==> src/rtl/ram_program_loader_pkg.sv <==
// loader_pkg: state encoding and default sizing shared by the program loader.
// No ports; imported by the loader top, its interface users and the bench.
package loader_pkg;

  localparam int NUM_BYTES_DEF   = 16;
  localparam int TIMEOUT_CYC_DEF = 255;

  typedef enum logic [2:0] {
    IDLE,
    ARM,
    WAIT_HI,
    WAIT_LO,
    WAIT_DONE,
    DONE,
    ERROR
  } state_e;

  // States in which the handshake timer runs.
  function automatic logic is_wait(state_e s);
    return (s == WAIT_HI) || (s == WAIT_LO) || (s == WAIT_DONE);
  endfunction

  // States in which host writes and start are accepted.
  function automatic logic is_rest(state_e s);
    return (s == IDLE) || (s == DONE) || (s == ERROR);
  endfunction

endpackage

==> src/rtl/ram_program_loader_if.sv <==
// Host/CPU bundle for ram_program_loader. master = harness side, slave = loader.
// Host: wr_en/wr_addr/wr_data/start; CPU: cpu_ready/cpu_done in, prog_out/data_out
// out; status: busy/done/error/byte_cnt (+checksum when LOADER_CHECKSUM_EN).
interface ram_program_loader_if #(
  parameter int ADDR_W = 4
);
  logic              wr_en;
  logic [ADDR_W-1:0] wr_addr;
  logic [7:0]        wr_data;
  logic              start;
  logic              cpu_ready;
  logic              cpu_done;
  logic              prog_out;
  logic [7:0]        data_out;
  logic              busy;
  logic              done;
  logic              error;
  logic [ADDR_W:0]   byte_cnt;
`ifdef LOADER_CHECKSUM_EN
  logic [7:0]        checksum;

  modport master (
    output wr_en, wr_addr, wr_data, start,
    output cpu_ready, cpu_done,
    input  prog_out, data_out, busy, done,
    input  error, byte_cnt, checksum
  );

  modport slave (
    input  wr_en, wr_addr, wr_data, start,
    input  cpu_ready, cpu_done,
    output prog_out, data_out, busy, done,
    output error, byte_cnt, checksum
  );
`else
  modport master (
    output wr_en, wr_addr, wr_data, start,
    output cpu_ready, cpu_done,
    input  prog_out, data_out, busy, done,
    input  error, byte_cnt
  );

  modport slave (
    input  wr_en, wr_addr, wr_data, start,
    input  cpu_ready, cpu_done,
    output prog_out, data_out, busy, done,
    output error, byte_cnt
  );
`endif
endinterface

==> src/rtl/ram_program_loader_sync_2ff.sv <==
// sync_2ff: 1-bit two-flop synchroniser, async active-high reset to 0.
// Ports: clk, rst, d (async input), q (synchronised, 2-cycle latency).
module sync_2ff (
  input  logic clk,
  input  logic rst,
  input  logic d,
  output logic q
);

  logic s1_q;
  logic s2_q;

  always_ff @(posedge clk or posedge rst) begin
    if (rst) begin
      s1_q <= 1'b0;
      s2_q <= 1'b0;
    end else begin
      s1_q <= d;
      s2_q <= s1_q;
    end
  end

  assign q = s2_q;

endmodule

==> src/rtl/ram_program_loader.sv <==
// ram_program_loader: streams a NUM_BYTES image into the CPU programming port.
// Ports: clk, rst (async, active high), bus (ram_program_loader_if.slave).
// Optional LOADER_CHECKSUM_EN adds bus.checksum, mod-256 sum of accepted bytes.
module ram_program_loader
  import loader_pkg::*;
#(
  parameter int NUM_BYTES   = NUM_BYTES_DEF,
  parameter int ADDR_W      = $clog2(NUM_BYTES),
  parameter int TIMEOUT_CYC = TIMEOUT_CYC_DEF
) (
  input logic                 clk,
  input logic                 rst,
  ram_program_loader_if.slave bus
);

  localparam int TMR_W = $clog2(TIMEOUT_CYC + 1);
  localparam logic [TMR_W-1:0] TMR_LAST =
    TMR_W'(TIMEOUT_CYC - 1);
  localparam logic [ADDR_W:0] CNT_FULL =
    (ADDR_W + 1)'(NUM_BYTES);

  state_e            state_q, state_d;
  logic [ADDR_W-1:0] idx_q, idx_d;
  logic [ADDR_W:0]   cnt_q, cnt_d;
  logic [TMR_W-1:0]  timer_q, timer_d;
  logic [7:0]        data_q, data_d;
  logic [7:0]        image_q [NUM_BYTES];
  logic              rdy_s;
  logic              done_s;
  logic              busy;
  logic              tmo;
`ifdef LOADER_CHECKSUM_EN
  logic [7:0]        csum_q, csum_d;
`endif

  sync_2ff u_sync_rdy (
    .clk (clk),
    .rst (rst),
    .d   (bus.cpu_ready),
    .q   (rdy_s)
  );

  sync_2ff u_sync_done (
    .clk (clk),
    .rst (rst),
    .d   (bus.cpu_done),
    .q   (done_s)
  );

  assign busy = !is_rest(state_q);
  assign tmo  = (timer_q == TMR_LAST);

  // Image is plain storage with no reset.
  always_ff @(posedge clk) begin
    if (bus.wr_en && !busy) begin
      image_q[bus.wr_addr] <= bus.wr_data;
    end
  end

  always_comb begin
    state_d = state_q;
    idx_d   = idx_q;
    cnt_d   = cnt_q;
    data_d  = data_q;
`ifdef LOADER_CHECKSUM_EN
    csum_d  = csum_q;
`endif
    unique case (state_q)
      IDLE, DONE, ERROR: begin
        if (bus.start) begin
          state_d = ARM;
          idx_d   = '0;
          cnt_d   = '0;
`ifdef LOADER_CHECKSUM_EN
          csum_d  = '0;
`endif
        end
      end
      ARM: state_d = WAIT_HI;
      WAIT_HI: begin
        if (done_s)     state_d = DONE;
        else if (rdy_s) state_d = WAIT_LO;
        else if (tmo)   state_d = ERROR;
      end
      WAIT_LO: begin
        // Entered with rdy high, so low here is the falling edge.
        if (!rdy_s) begin
          cnt_d = cnt_q + 1'b1;
          idx_d = idx_q + 1'b1;
`ifdef LOADER_CHECKSUM_EN
          csum_d = csum_q + data_q;
`endif
          if (done_s)                state_d = DONE;
          else if (cnt_d == CNT_FULL) state_d = WAIT_DONE;
          else                        state_d = WAIT_HI;
        end else if (done_s) begin
          state_d = DONE;
        end else if (tmo) begin
          state_d = ERROR;
        end
      end
      WAIT_DONE: begin
        if (done_s)   state_d = DONE;
        else if (tmo) state_d = ERROR;
      end
      default: state_d = IDLE;
    endcase

    // Timer restarts on any state change.
    if (state_d != state_q)   timer_d = '0;
    else if (is_wait(state_q)) timer_d = timer_q + 1'b1;
    else                       timer_d = '0;

    unique case (state_d)
      WAIT_HI:           data_d = image_q[idx_d];
      IDLE, DONE, ERROR: data_d = '0;
      default:           data_d = data_q;
    endcase
  end

  always_ff @(posedge clk or posedge rst) begin
    if (rst) begin
      state_q <= IDLE;
      idx_q   <= '0;
      cnt_q   <= '0;
      timer_q <= '0;
      data_q  <= '0;
    end else begin
      state_q <= state_d;
      idx_q   <= idx_d;
      cnt_q   <= cnt_d;
      timer_q <= timer_d;
      data_q  <= data_d;
    end
  end

`ifdef LOADER_CHECKSUM_EN
  always_ff @(posedge clk or posedge rst) begin
    if (rst) csum_q <= '0;
    else     csum_q <= csum_d;
  end

  assign bus.checksum = csum_q;
`endif

  assign bus.busy     = busy;
  assign bus.prog_out = busy;
  assign bus.done     = (state_q == DONE);
  assign bus.error    = (state_q == ERROR);
  assign bus.data_out = data_q;
  assign bus.byte_cnt = cnt_q;

endmodule

==> src/flat_wrapper.sv <==
// flat-port wrapper written by rule: the top's interface ports become plain ports
module ram_program_loader_flat import loader_pkg::*;
#(
  parameter int NUM_BYTES   = NUM_BYTES_DEF,
  parameter int ADDR_W      = $clog2(NUM_BYTES),
  parameter int TIMEOUT_CYC = TIMEOUT_CYC_DEF
)
  (clk, rst, bus_wr_en, bus_wr_addr, bus_wr_data, bus_start, bus_cpu_ready, bus_cpu_done, bus_prog_out, bus_data_out, bus_busy, bus_done, bus_error, bus_byte_cnt);
  ram_program_loader_if #(.ADDR_W(ADDR_W)) bus_i ();
  input logic clk;
  input logic rst;
  input wire logic [$bits(bus_i.wr_en)-1:0] bus_wr_en;
  input wire logic [$bits(bus_i.wr_addr)-1:0] bus_wr_addr;
  input wire logic [$bits(bus_i.wr_data)-1:0] bus_wr_data;
  input wire logic [$bits(bus_i.start)-1:0] bus_start;
  input wire logic [$bits(bus_i.cpu_ready)-1:0] bus_cpu_ready;
  input wire logic [$bits(bus_i.cpu_done)-1:0] bus_cpu_done;
  output wire logic [$bits(bus_i.prog_out)-1:0] bus_prog_out;
  output wire logic [$bits(bus_i.data_out)-1:0] bus_data_out;
  output wire logic [$bits(bus_i.busy)-1:0] bus_busy;
  output wire logic [$bits(bus_i.done)-1:0] bus_done;
  output wire logic [$bits(bus_i.error)-1:0] bus_error;
  output wire logic [$bits(bus_i.byte_cnt)-1:0] bus_byte_cnt;
  assign bus_i.wr_en = bus_wr_en;
  assign bus_i.wr_addr = bus_wr_addr;
  assign bus_i.wr_data = bus_wr_data;
  assign bus_i.start = bus_start;
  assign bus_i.cpu_ready = bus_cpu_ready;
  assign bus_i.cpu_done = bus_cpu_done;
  assign bus_prog_out = bus_i.prog_out;
  assign bus_data_out = bus_i.data_out;
  assign bus_busy = bus_i.busy;
  assign bus_done = bus_i.done;
  assign bus_error = bus_i.error;
  assign bus_byte_cnt = bus_i.byte_cnt;
  ram_program_loader #(.NUM_BYTES(NUM_BYTES), .ADDR_W(ADDR_W), .TIMEOUT_CYC(TIMEOUT_CYC)) u_core (.clk(clk), .rst(rst), .bus(bus_i));
endmodule
==> config.mk <==
export PLATFORM = sky130hd
export DESIGN_NAME = ram_program_loader_flat
export DESIGN_NICKNAME = d
export VERILOG_FILES = /design/src/rtl/ram_program_loader_pkg.sv /design/src/rtl/ram_program_loader_if.sv /design/src/rtl/ram_program_loader_sync_2ff.sv /design/src/rtl/ram_program_loader.sv /design/src/flat_wrapper.sv
export SDC_FILE = /design/constraint.sdc
export NUM_CORES = 1
export LEC_CHECK = 0
export ABC_AREA = 1
export CAP_MARGIN = 10
export CORE_MARGIN = 2
export CORE_UTILIZATION = 54
export CTS_CLUSTER_SIZE = 28
export DETAILED_ROUTE_END_ITERATION = 12
export GPL_TIMING_DRIVEN = 0
export PLACE_DENSITY = 0.76
export SLEW_MARGIN = 0
export SYNTH_ARGS = -nofsm -noshare
export SYNTH_HDL_FRONTEND = slang
export SYNTH_SLANG_ARGS = --single-unit
==> constraint.sdc <==
create_clock -name clk -period 1.9 [get_ports clk]
set_input_delay 0.475 -clock clk [delete_from_list [all_inputs] [get_ports clk]]
set_output_delay 0.475 -clock clk [all_outputs]
set_load 0.02 [all_outputs]
==> results of run 1 <==
flip-flops by register name, summed over array words and instances (netlist names):
| register | count |
|---|---|
| u_core.image_q | 128 |
| u_core.bus.data_out | 8 |
| u_core.timer_q | 8 |
| u_core.bus.byte_cnt | 5 |
| u_core.idx_q | 4 |
| u_core.state_q | 3 |
| u_core.u_sync_done.q | 1 |
| u_core.u_sync_done.s1_q | 1 |
| u_core.u_sync_rdy.q | 1 |
| u_core.u_sync_rdy.s1_q | 1 |
timing repair:
| action | 4_1_cts | 5_1_grt |
|---|---|---|
| gates resized for setup | 237 | 94 |
| hold buffers | 0 | 0 |
| buffers inserted | 42 | 6 |
| pin swaps | 52 | 48 |
| endpoints found under the setup margin | 153 | 154 |
| gates cloned | 6 | 2 |
worst max-delay path by stage:
stage	startpoint	endpoint	cells after the start
2_1_floorplan	u_core.bus.byte_cnt[1]	u_core.bus.data_out[0]	13
3_3_place_gp	bus_start	u_core.bus.data_out[1]	12
3_5_place_dp	bus_start	u_core.bus.data_out[3]	11
4_1_cts	u_core.state_q[1]	bus_prog_out	6
5_1_grt	u_core.state_q[0]	u_core.bus.data_out[6]	14
6_report	u_core.state_q[1]	u_core.bus.data_out[6]	13
critical path, stage by stage (launching register included):
cell,delay (ns)
dfrtp_2,0.52
inv_4,0.08
nand3_4,0.11
nand4_1,0.21
nand3_4,0.22
buf_6,0.17
buf_6,0.13
nand3_1,0.11
nand3_1,0.14
nand3_1,0.12
nand3_1,0.11
nand2_1,0.07
nand2_1,0.06
nand2_1,0.05
Yosys cell counts:
cell type	instances
a22oi_1	2
xnor2_1	2
xor2_1	6
nor2_4	1
inv_1	33
o21ai_4	1
clkinv_1	1
a21oi_2	2
nand3_2	4
a21oi_1	6
nand2_1	127
edfxtp_1	128
clkbuf_1	3
a22o_1	1
nand2_2	4
nand3b_1	5
dfrtp_1	32
buf_4	3
buf_6	7
o31ai_1	1
nand3_1	200
nand4_1	4
ha_1	4
inv_2	7
o21ai_0	7
o31a_1	1
nand3_4	1
nor2_1	33
buf_2	15
o211ai_1	1
logic make-up after synthesis:
group,count (synthesis),share of synthesized area
compound gates,22,0.0209
buf+inv,69,0.0487
flops,160,0.663
simple gates,379,0.251
fa+ha+maj,4,0.00714
xor+xnor,8,0.0100
where the power goes:
group	leakage [nW]	switching, mW	internal, mW
combinational	2.07	7.18	4.58
clock	0.253	1.37	1.77
sequential	1.57	0.242	4.01
total	3.89	8.79	10.4
area by class of cell:
| cell class | instances | area, sq um |
|---|---|---|
| clock buffers | 18 | 429 |
| flip-flops and latches | 160 | 4650 |
| clock inverters | 14 | 100 |
| repair buffers | 88 | 955 |
| well taps | 172 | 215 |
| fillers | 704 | 2750 |
| multi-input cells | 414 | 3090 |
| plain buffers | 28 | 302 |
| inverters | 41 | 180 |
stage by stage:
step | TNS, ns | cell area (sq um)
final | -12.61 | 9920
after global routing | -18.38 | 9920
after CTS | -0.934 | 9420
after detailed placement | -64.74 | 7570
after global placement | -54.56 | 7570
after floorplan | 0 | 7020
routing by layer:
metal / global-route usage / wire [um] / vias to the layer above
li1: - / - / 2490
met1: 0.353 / 8010 / 2881
met2: 0.497 / 11200 / 410
met3: 0.0635 / 1780 / 90
met4: 0.189 / 1390 / 0
met5: 0 / 0 / -
==> impl_metrics.ini, run 1 <==
[worst_setup_path]
r2r-end = u_core.bus.data_out[6]
worst_r2r_path_depth = 13
setup.worst_path.end_class = flip-flop
worstPathArrival_ns = 2.54
worstSetupStartpointType = flip-flop
r2r-start = u_core.state_q[1]
criticalPathCategory = reg -> reg
worst-path-max-fanout = 6
required_ns = 2.22
r2r_setup_slack_ns = -0.32

[drt]
viasPerCell = 6.28
drtAntennaViolNets = 0
avgRoutedWirePerCell_um = 24.0
drc = 0
drtIter0Drc = 804
vias = 5871
wl_mm = 22.4
first_pass_iters = 6

[clock_network]
cts_buffer_depth = 2
clk_latency_ns = 0.44
cts_root_buf = clkbuf_16
numCtsBuffers = 17
clk_pin_slew_ns = 0.06
cts.sinks = 160
cts_htree_levels = 4
cts_tree = yes

[sta]
period_needed_ns = 2.22
fmax_mhz = 451
period_share = 1.17
maxSlewViolCount = 0
hold_viol = 0
rsz0062_at_grt = yes
relSlewSlack = 0.475
finClkSkew_ns = 0.0127
setup-violations-final = 146
setup_ws_ns = -0.316
tightest_slew_ns = 0.784
fin_hold_ws_ns = 0.354

[worst_hold_path]
hold_depth = 0
hold_class = reg -> reg
hp-start = u_core.u_sync_rdy.s1_q
hold_end = u_core.u_sync_rdy.q

[grt]
grt_overflow = 0
grt_pass1_vias = 5826
antenna_found_initial = 0
grt_usage = 0.299
grt_pass1_wl_mm = 31.3
grt_max_degree = 33

[die]
die_area_sq_mm = 0.0139
ios = 35
die_w_um = 118
core_sq_mm = 0.0127
row_count = 41
initial_core_util = 0.553
dieHeight_um = 118

[power_and_ir_drop]
ir_worst_vdd_uv = 1040
cellPowerDensity_mw_per_mm2 = 1930
power_mw = 19.2
power.leakage_nw = 3.89

[job]
cap_violations = 0

[status]
violations = setup timing
status = complete, but fails checks

[yosys]
synth_top_cell_area_share = 0.548
synth_warnings = 0
ys_seq_area_frac = 0.663
synth_area_leader_cell = edfxtp_1
synth_area_leaders = edfxtp_1, nand3_1, dfrtp_1
syn_avg_cell_area_sq_um = 10.9
synth.ff_latch_count = 160
syn_area_sq_mm = 0.00701
yosysUniqueCellTypes = 30
netlist_instances = 642
synth_nets = 664

[layout]
final_common_cell = edfxtp_1
area_delta_synth_final_pct = 41.5
drive_gt1_frac = 0.412
finalNonFillerCells = 935
layout_common_cells = edfxtp_1, nand3_1, nand2_1, nand3_2, buf_4
fin_util = 0.783
num_antenna_cells = 0
layout.nets = 772

[place]
port_buffers = 34
place_ws_ns = -0.607
numPlacedInstances = 848
gp_congestion = 0.900
dp_hpwl_mm = 11.1
Note: power is estimated with default switching activity, not from simulation.
==> run 2, diff against run 1 <==
--- a/config.mk
+++ b/config.mk
@@ -16,4 +16,5 @@
 export SLEW_MARGIN = 0
 export SYNTH_ARGS = -nofsm -noshare
 export SYNTH_HDL_FRONTEND = slang
+export SYNTH_HIERARCHICAL = 1
 export SYNTH_SLANG_ARGS = --single-unit
==> run 2 against run 1 <==
Largest cell class unchanged. First-iteration DRC count fell by 1.0%. Sequential power fell by 3%. Maximum frequency fell by 1.4%. Global-route usage fell by 1.7 points. The run still ends with setup timing left. Wire length rose by 2.6%. Clock power rose by 13%. Critical endpoint is now u_core/bus.data_out[1]. Highest routed layer unchanged.
==> impl_metrics.ini, run 2 <==
[status]
status = complete, but fails checks
violations = setup timing

[drt]
viasPerCell = 6.40
avgRoutedWirePerCell_um = 24.5
drtAntennaViolNets = 0
wl_mm = 23.0
vias = 6013
first_pass_iters = 6
drc = 0
drtIter0Drc = 796

[layout]
nFillCells = 642
final_common_cell = edfxtp_1
finalNonFillerCells = 940
layout_common_cells = edfxtp_1, nand2_1, nand3_1, nand3_2, buf_4
layout.nets = 777
drive_gt1_frac = 0.396
largest_reg_flops = 128
area_delta_synth_final_pct = 45.6
num_antenna_cells = 0
regMostFlops = u_core/image_q

[clock_network]
numCtsBuffers = 17
cts.sinks = 160
cts_buffer_depth = 2
cts_htree_levels = 4
cts_root_buf = clkbuf_16
clk_pin_slew_ns = 0.06
cts.hold.buffers_added = 0
clk_latency_ns = 0.43
cts_tree = yes

[worst_setup_path]
worst_r2r_path_depth = 13
worstPathArrival_ns = 2.56
cp_num_buf_inv = 3
setup.worst_path.end_class = flip-flop
critPathMaxStageDelay_ns = 0.49
worstSetupStartpointType = flip-flop
required_ns = 2.22
path_cells = buf_4 -> nand3_4 -> nand4_1 -> nand3_2 -> nand2_4 -> buf_12 -> clkbuf_16 -> nand2_1 -> nand3_1 -> nand3_2 -> nand3_2 -> nand3_2 -> nand2_1
critPathMostFrequentCell = nand3_2
crit_slowest_cell = dfrtp_2
worst-path-max-fanout = 8
crit_family = simple AND/OR/NAND/NOR gates
crit_cells = 13
criticalPathCategory = reg -> reg
r2r_setup_slack_ns = -0.35

[yosys]
synth_nets = 664
synth_area_leader_cell = edfxtp_1
yosysUniqueCellTypes = 32
muxShareOfSynthArea = 0
yosysMostFrequentCell = nand3_1
synth_adder_area_share = 0.00716
syn_avg_cell_area_sq_um = 10.9
ys_seq_area_frac = 0.664
synthArstFlopShare = 0.200
synth_compound_area_frac = 0.0211
synth_top_family_by_area = simple AND/OR/NAND/NOR gates
netlist_instances = 642
synth.ff_latch_count = 160
synth_area_leaders = edfxtp_1, nand3_1, dfrtp_1
synthSimpleGateAreaFrac = 0.246
synth_top_cell_area_share = 0.550
netlist_top_cells_count = nand3_1, edfxtp_1, nand2_1
synth_warnings = 6
synth_edf_count = 128
synth-xor-area-share = 0.0100
synth_ff_type = edfxtp_1
syn_area_sq_mm = 0.00699

[place]
dp_hpwl_mm = 11.2
gp_congestion = 0.941
numPlacedInstances = 848
port_buffers = 34

[sta]
setup_ws_ns = -0.346
finClkSkew_ns = 0.00737
setup-violations-final = 71
rsz0062_at_grt = yes
fmax_mhz = 445
setup_tns_ns = -5.23
relSlewSlack = 0.288
tightest_slew_ns = 1.07
maxSlewViolCount = 0
period_needed_ns = 2.25
hold_viol = 0
period_share = 1.18

[power_and_ir_drop]
p_switching_mw = 8.34
power.leakage_nw = 3.98
p_clk_frac = 0.182
ir_worst_vdd_uv = 911
p_int_mw = 11.2
cellPowerDensity_mw_per_mm2 = 1920
seq_power_share = 0.212
p_sw_frac = 0.428
combPwrFrac = 0.606

[die]
ios = 35
die_w_um = 118
initial_core_util = 0.554
die_area_sq_mm = 0.0139
dieHeight_um = 118
core_sq_mm = 0.0126
row_count = 41

[grt]
grt_max_degree = 29
grt_pass1_wl_mm = 29.4
grt_usage = 0.282
grt_pass1_vias = 5427
antenna_found_initial = 0
grt_overflow = 0

[job]
cap_violations = 0

[worst_hold_path]
hold_class = in -> async
==> run 2: metrics by stage <==
step            util  cell area, sq um  power [mW]  hold WS (ns)  worst slack [ns]
2_1_floorplan      -              6990        8.35         0.216         -0.000196
3_3_place_gp   0.598              7550        9.99         0.339            -0.733
3_5_place_dp   0.598              7550        10.2         0.338            -0.741
4_1_cts        0.734              9260        15.9         0.266            -0.154
5_1_grt        0.807             10200        20.1         0.304            -0.445
6_report       0.807             10200        19.5         0.279            -0.346
==> run 2: worst register-to-register path: cells and delay by family, from the launching register on <==
family / cells / cell delay, ns
AND/OR/NAND/NOR: 10 / 1.13
buffers and inverters: 3 / 0.52
flip-flops: 1 / 0.49
==> run 2: per-layer routing <==
metal	wire, um	global-route usage	vias to the layer above	part of all wire
met5	0	0	-	0
li1	-	-	2489	-
met1	8070	0.351	2968	0.35
met2	11600	0.465	438	0.50
met4	1300	0.142	0	0.056
met3	2080	0.0640	118	0.090
==> run 2: power by group through the flow <==
stage | clock (mW) | sequential, mW | combinational (mW)
6_report | 3.54 | 4.14 | 11.8
5_1_grt | 3.69 | 4.15 | 12.3
4_1_cts | 3.52 | 4.11 | 8.31
3_5_place_dp | 0 | 4.17 | 6.01
3_3_place_gp | 0 | 4.15 | 5.83
2_1_floorplan | 0 | 4.19 | 4.15
==> run 2: kinds of logic after synthesis <==
group                    count (synthesis)
AND/OR/NAND/NOR                        371
flip-flops                             160
buffers and inverters                   74
AO/OA/AOI/OAI                           25
XOR/XNOR                                 8
adder cells (fa/ha/maj)                  4
==> run 2: area by class of cell <==
class / instances / area (sq um) / share of cell area
multi-input combinational: 408 / 3030 / 0.298
inverter: 42 / 188 / 0.0184
clock buffer: 30 / 587 / 0.0576
timing repair buffer: 95 / 1090 / 0.107
tap: 172 / 215 / 0.0211
clock inverter: 2 / 35.0 / 0.00344
sequential: 160 / 4650 / 0.456
buffer: 31 / 390 / 0.0383
==> run 2: path summary, 6_finish.rpt <==
kind,from,end
max in group asynchronous,rst,u_core/state_q[1]
worst max register to register,u_core/state_q[1],u_core/bus.data_out[1]
worst min register to register,u_core/u_sync_done/s1_q,u_core/u_sync_done/q
min in group clk,u_core/u_sync_done/s1_q,u_core/u_sync_done/q
worst min-delay path,rst,u_core/u_sync_done/s1_q
worst max-delay path,u_core/state_q[1],u_core/bus.data_out[1]
==> run 2: timing repair <==
item | 4_1_cts | 5_1_grt
setup buffers | 29 | 20
gates cloned | 6 | 6
hold endpoints to repair | 0 | 0
endpoints found under the setup margin | 153 | 155
resized for setup | 204 | 137
pin swaps | 43 | 69
